===== src/rtl/commit_unit.sv =====
// Retire stage: writes up to two GPR destinations through one shared write port,
// then updates EIP/EFLAGS. A commit takes three cycles: accept, WR0, WR1.
module commit_unit #(
    parameter logic [31:0] RESET_EIP    = 32'h0000_0000,
    parameter logic [31:0] RESET_ESP    = 32'h0000_0000,
    parameter logic [31:0] RESET_EFLAGS = 32'h0000_0002
) (
    input  logic         clk,
    input  logic         rst,
    input  logic         in_valid,
    output logic         in_ready,
    input  logic [31:0]  opnd0_w,
    input  logic [31:0]  opnd1_w,
    input  logic [31:0]  o_eflags,
    input  logic [31:0]  next_eip,
    input  logic [1:0]   dest0_kind,
    input  logic [1:0]   dest1_kind,
    input  logic [2:0]   dest0_sel,
    input  logic [2:0]   dest1_sel,
    input  logic [1:0]   dest0_width,
    input  logic [1:0]   dest1_width,
    output logic [255:0] gprs,
    output logic [31:0]  eflags_q,
    output logic [31:0]  eip_q,
    output logic         commit_done
);
    typedef enum logic [1:0] {IDLE, WR0, WR1} state_t;

    typedef struct packed {
        logic [1:0]  kind;
        logic [2:0]  sel;
        logic [1:0]  width;
        logic [31:0] data;
    } dest_t;

    localparam logic [1:0]  KIND_GPR = 2'b01;
    localparam logic [31:0] EFL_SET  = 32'h0000_0002;
    localparam logic [31:0] EFL_CLR  = 32'h0000_8028;

    state_t           state;
    dest_t            hold0;
    dest_t            hold1;
    logic [31:0]      hold_eip;
    logic [31:0]      hold_efl;
    logic [7:0][31:0] regs;

    dest_t       wd;
    logic        wr_en;
    logic [2:0]  wr_idx;
    logic [31:0] wr_old;
    logic [31:0] wr_val;

    // Shared write port: merge the new bytes into the current register value.
    // 8-bit selects 4-7 address the high byte of the low word of GPR sel-4.
    always_comb begin
        wd     = (state == WR1) ? hold1 : hold0;
        wr_en  = ((state == WR0) || (state == WR1)) && (wd.kind == KIND_GPR);
        wr_idx = (wd.width == 2'b00) ? {1'b0, wd.sel[1:0]} : wd.sel;
        wr_old = regs[wr_idx];
        case (wd.width)
            2'b00:   wr_val = wd.sel[2] ? {wr_old[31:16], wd.data[7:0], wr_old[7:0]}
                                        : {wr_old[31:8], wd.data[7:0]};
            2'b01:   wr_val = {wr_old[31:16], wd.data[15:0]};
            default: wr_val = wd.data;
        endcase
    end

    always_ff @(posedge clk) begin
        if (rst) begin
            state       <= IDLE;
            hold0       <= '0;
            hold1       <= '0;
            hold_eip    <= '0;
            hold_efl    <= '0;
            regs        <= '0;
            regs[4]     <= RESET_ESP;
            eip_q       <= RESET_EIP;
            eflags_q    <= RESET_EFLAGS | EFL_SET;
            commit_done <= 1'b0;
        end else begin
            commit_done <= 1'b0;
            if (wr_en)
                regs[wr_idx] <= wr_val;
            case (state)
                IDLE: begin
                    if (in_valid) begin
                        hold0    <= '{kind: dest0_kind, sel: dest0_sel, width: dest0_width, data: opnd0_w};
                        hold1    <= '{kind: dest1_kind, sel: dest1_sel, width: dest1_width, data: opnd1_w};
                        hold_eip <= next_eip;
                        hold_efl <= o_eflags;
                        state    <= WR0;
                    end
                end
                WR0: state <= WR1;
                WR1: begin
                    eip_q       <= hold_eip;
                    eflags_q    <= (hold_efl | EFL_SET) & ~EFL_CLR;
                    commit_done <= 1'b1;
                    state       <= IDLE;
                end
                default: state <= IDLE;
            endcase
        end
    end

    assign in_ready = (state == IDLE);
    assign gprs     = regs;

endmodule


===== config.mk =====
export PLATFORM = sky130hd
export DESIGN_NAME = commit_unit
export DESIGN_NICKNAME = d
export VERILOG_FILES = /design/src/rtl/commit_unit.sv
export SDC_FILE = /design/constraint.sdc
export NUM_CORES = 1
export LEC_CHECK = 0
export CAP_MARGIN = 20
export CORE_ASPECT_RATIO = 0.6
export CORE_MARGIN = 2
export CORE_UTILIZATION = 57
export DETAILED_ROUTE_END_ITERATION = 6
export DONT_BUFFER_PORTS = 1
export PLACE_DENSITY = 0.75
export SYNTH_ARGS = -nofsm -noshare
export SYNTH_HDL_FRONTEND = slang
export SYNTH_SLANG_ARGS = --single-unit

===== constraint.sdc =====
create_clock -name clk -period 2.6 [get_ports clk]
set_clock_uncertainty 0.05 [all_clocks]
set_input_delay 0.26 -clock clk [delete_from_list [all_inputs] [get_ports clk]]
set_output_delay 0.26 -clock clk [all_outputs]
set_load 0.01 [all_outputs]

==> reports/metrics.csv <==
stage;metric;value;unit
synth;ys.flop_type;dfxtp_1;
power;power_frac_comb;11.1;%
global_route;grtUsageTotal;37.79;%
power;sw_frac_of_total;25.28;%
synth;synthArstFlopShare;0;%
routing;route.detailed.drc;0;
layout;fin_area;0.02386;mm2
power;p_switching;0.003845;W
power;pwr-share-clk;40.7;%
synth;ys_ff_latch;457;
timing;timing.fmax;385.4;MHz
timing;worst_slew_pin_slew;875.2;ps
global_route;antenna_found_initial;2;
timing;max_slew_margin;41.65;%
routing;ant_nets;0;
routing;routed_wl;70.68;mm
synth;syn-cell-area;0.01923;mm2
routing;dr.pass1.iters;7;
timing;rsz0062_at_grt;true;
critical_path;crit_path_end_kind;register;
timing;fin_crit_sh;99.80;%
layout;drive_above_1_share;11.33;%
cts;cts_sinks;457;
synth;seq_area_frac_synth;47.58;%
place;dp_hpwl;44.78;mm
layout;fin_nets;2616;
routing;viasPerCell;6.341;
layout;multi_input_area;0.009354;mm2
global_route;grt_max_degree;194;
routing;num_vias;18769;
critical_path;path_class;register to register;
layout;syn_to_final_growth;24.09;%
place;gp_congestion;0.9404;
routing;drt_iter0_drc;2231;
cts;cts_buffers;42;
critical_path;cp.required;3000;ps
global_route;grt_pass1_wl;103.9;mm
die;fp.dieH;146.3;um
timing;whs;202.0;ps
synth;ys_types;52;
die;io_pins;467;
flow_run;drv_cap;0;
critical_path;crit_fanout;36;
timing;min_period;2595;ps
power;p_leak;9.089;nW
global_route;grt_remaining_overflow;0;
critical_path;cp-start-kind;register;
outcome;status;completed;
power;seqPwrFrac;48.2;%
synth;synth-edff-count;0;
timing;hold_viol_final;0;
hold_path;hold_class;input port to register;
place;portBuffers;0;
power;p_int;0.01137;W
cts;cts_tree;built;
critical_path;crit_arrival;2990;ps
synth;yosys_warnings;0;
timing;finalSetupTns;0;ps
layout;fillers;2440;
place;dp.cells;2676;
synth;netlist_instances;2286;
cts;clk_latency;560;ps
cts;cts_max_level;2;
die;start_util;57.50;%
layout;ff_latch_area;0.009150;mm2
die;rows;52;
cts;clk_path_buf_depth;3;
place;placed_area;0.02015;mm2
die;die_w;241.1;um
die;core_area;0.03344;mm2
power;ir_drop;524.5;uV
cts;clk_pin_slew;60;ps
global_route;grt_pass1_vias;18084;
routing;avgRoutedWirePerCell;23.88;um
power;powerDensity;637.5;mW/mm2
timing;setup_viol;0;
die;die_area;0.03527;mm2
timing;slew_viol_final;0;
synth;synth.avg_cell_area;8.412;um2
layout;final_cells;2960;
cts;cts-root-buf;clkbuf_16;
[layout make-up]
type                       count  area share [%]
tap                          459           2.407
sequential                   457           38.35
timing repair buffer         324           14.09
antenna                        3         0.03146
clock buffer                  62           5.144
multi-input combinational   1627           39.20
inverter                      16          0.2622
clock inverter                12          0.5139
[cells by family after synthesis]
| family | share of synthesized area, % |
|---|---|
| muxes | 10.99 |
| DFF | 47.58 |
| and+or+nand+nor | 18.12 |
| adders and majority gates | 0.1952 |
| buffers and inverters | 4.600 |
| AOI/OAI and AO/OA | 18.48 |
| other | 0.03905 |
[routing by layer]
layer	share of wire (%)	routed length (um)	vias to the layer above	GRT usage (%)
met2	44	30760	1251	57.60
met4	5.0	3543	0	17.90
li1	-	-	8316	-
met1	39	27240	8938	48.29
met3	13	9145	264	12.67
met5	0	0	-	0
[cell usage in the layout (no fill, tap or decap), types with 10 or more instances in the layout]
cell	count
nand2_1	516
dfxtp_1	456
a21oi_1	250
nor2_1	191
dlygate4sd3_1	183
mux2i_1	147
buf_4	100
o21ai_0	99
nand3_1	73
o22ai_1	56
a211oi_1	53
clkbuf_16	50
o211ai_1	38
mux4_2	21
nor2b_1	21
buf_12	19
a21boi_0	16
o221ai_1	15
inv_1	14
mux2_2	11
nand2b_1	11
clkbuf_1	11
buf_6	10
[synth_stat cells, drive strengths merged, types with 2 or more instances]
cell type / instances / area, um2
o221ai: 15 / 131.4
o311ai: 8 / 70.07
a21oi: 252 / 1265
a211oi: 58 / 450.4
a21boi: 16 / 120.1
mux2i: 150 / 1501
o21ai: 104 / 520.5
nand2b: 11 / 68.82
mux4: 21 / 473.0
mux2: 12 / 138.9
ha: 3 / 37.54
a311oi: 8 / 70.07
nand2: 521 / 1956
a221o: 8 / 80.08
clkbuf: 124 / 465.5
buf: 64 / 359.1
nor2: 196 / 735.7
o22ai: 56 / 350.3
a221oi: 8 / 70.07
or3b: 2 / 20.02
o211ai: 38 / 285.3
nand3: 77 / 390.4
nor2b: 21 / 131.4
nor3: 14 / 118.9
dfxtp: 457 / 9149
and3: 5 / 31.28
o31a: 8 / 70.07
inv: 16 / 60.06
conb: 2 / 7.510
[critical path, cell delays in order (launching register included)]
cell	delay, ps
dfxtp_1	430
ha_4	210
buf_12	120
buf_12	250
mux2i_1	230
nor3_1	650
a211oi_1	110
buf_4	190
a211oi_1	240
[worst paths after layout]
check,depth (start not counted),to,start,slack (ps)
worst min register to register,2,hold_eip[13],hold_eip[13],410
worst min-delay path,3,hold0[38],in_valid,200
worst max-delay path,8,gprs[13],state[1],5
worst max register to register,8,gprs[13],state[1],5
[power by group through the flow]
stage | combinational (W) | clock (W) | sequential [W]
after global routing | 0.00179 | 0.00651 | 0.00734
after CTS | 0.00157 | 0.00620 | 0.00732
after floorplan | 0.000956 | 0 | 0.00743
after global placement | 0.00127 | 0 | 0.00746
after detailed placement | 0.00131 | 0 | 0.00747
final | 0.00169 | 0.00620 | 0.00733
[registers in the layout (all words and copies together), names as in the netlist, 2 cells and up]
name and count:
gprs 256, hold0 39, hold1 39, eip_q 32, hold_eip 32, eflags_q 28, hold_efl 28, state 2
[through the flow]
step / utilization (%) / worst slack, ps / total power (W)
floorplan: - / 88.86 / 0.008384
global placement: 60.26 / 25.92 / 0.008731
detailed placement: 60.26 / -77.51 / 0.008783
CTS: 70.07 / -2.226 / 0.01509
global route: 71.34 / -124.9 / 0.01564
finish: 71.35 / 5.242 / 0.01521
[what timing repair did]
item                                    CTS  global route
pin swaps                                 1            10
resized for setup                         6            43
gates cloned                              1             7
endpoints found under the setup margin   21           236
buffers inserted                          1            14
endpoints found under the hold margin   313             0
hold buffers                            184             0
Power figures use the tool's default switching activity.
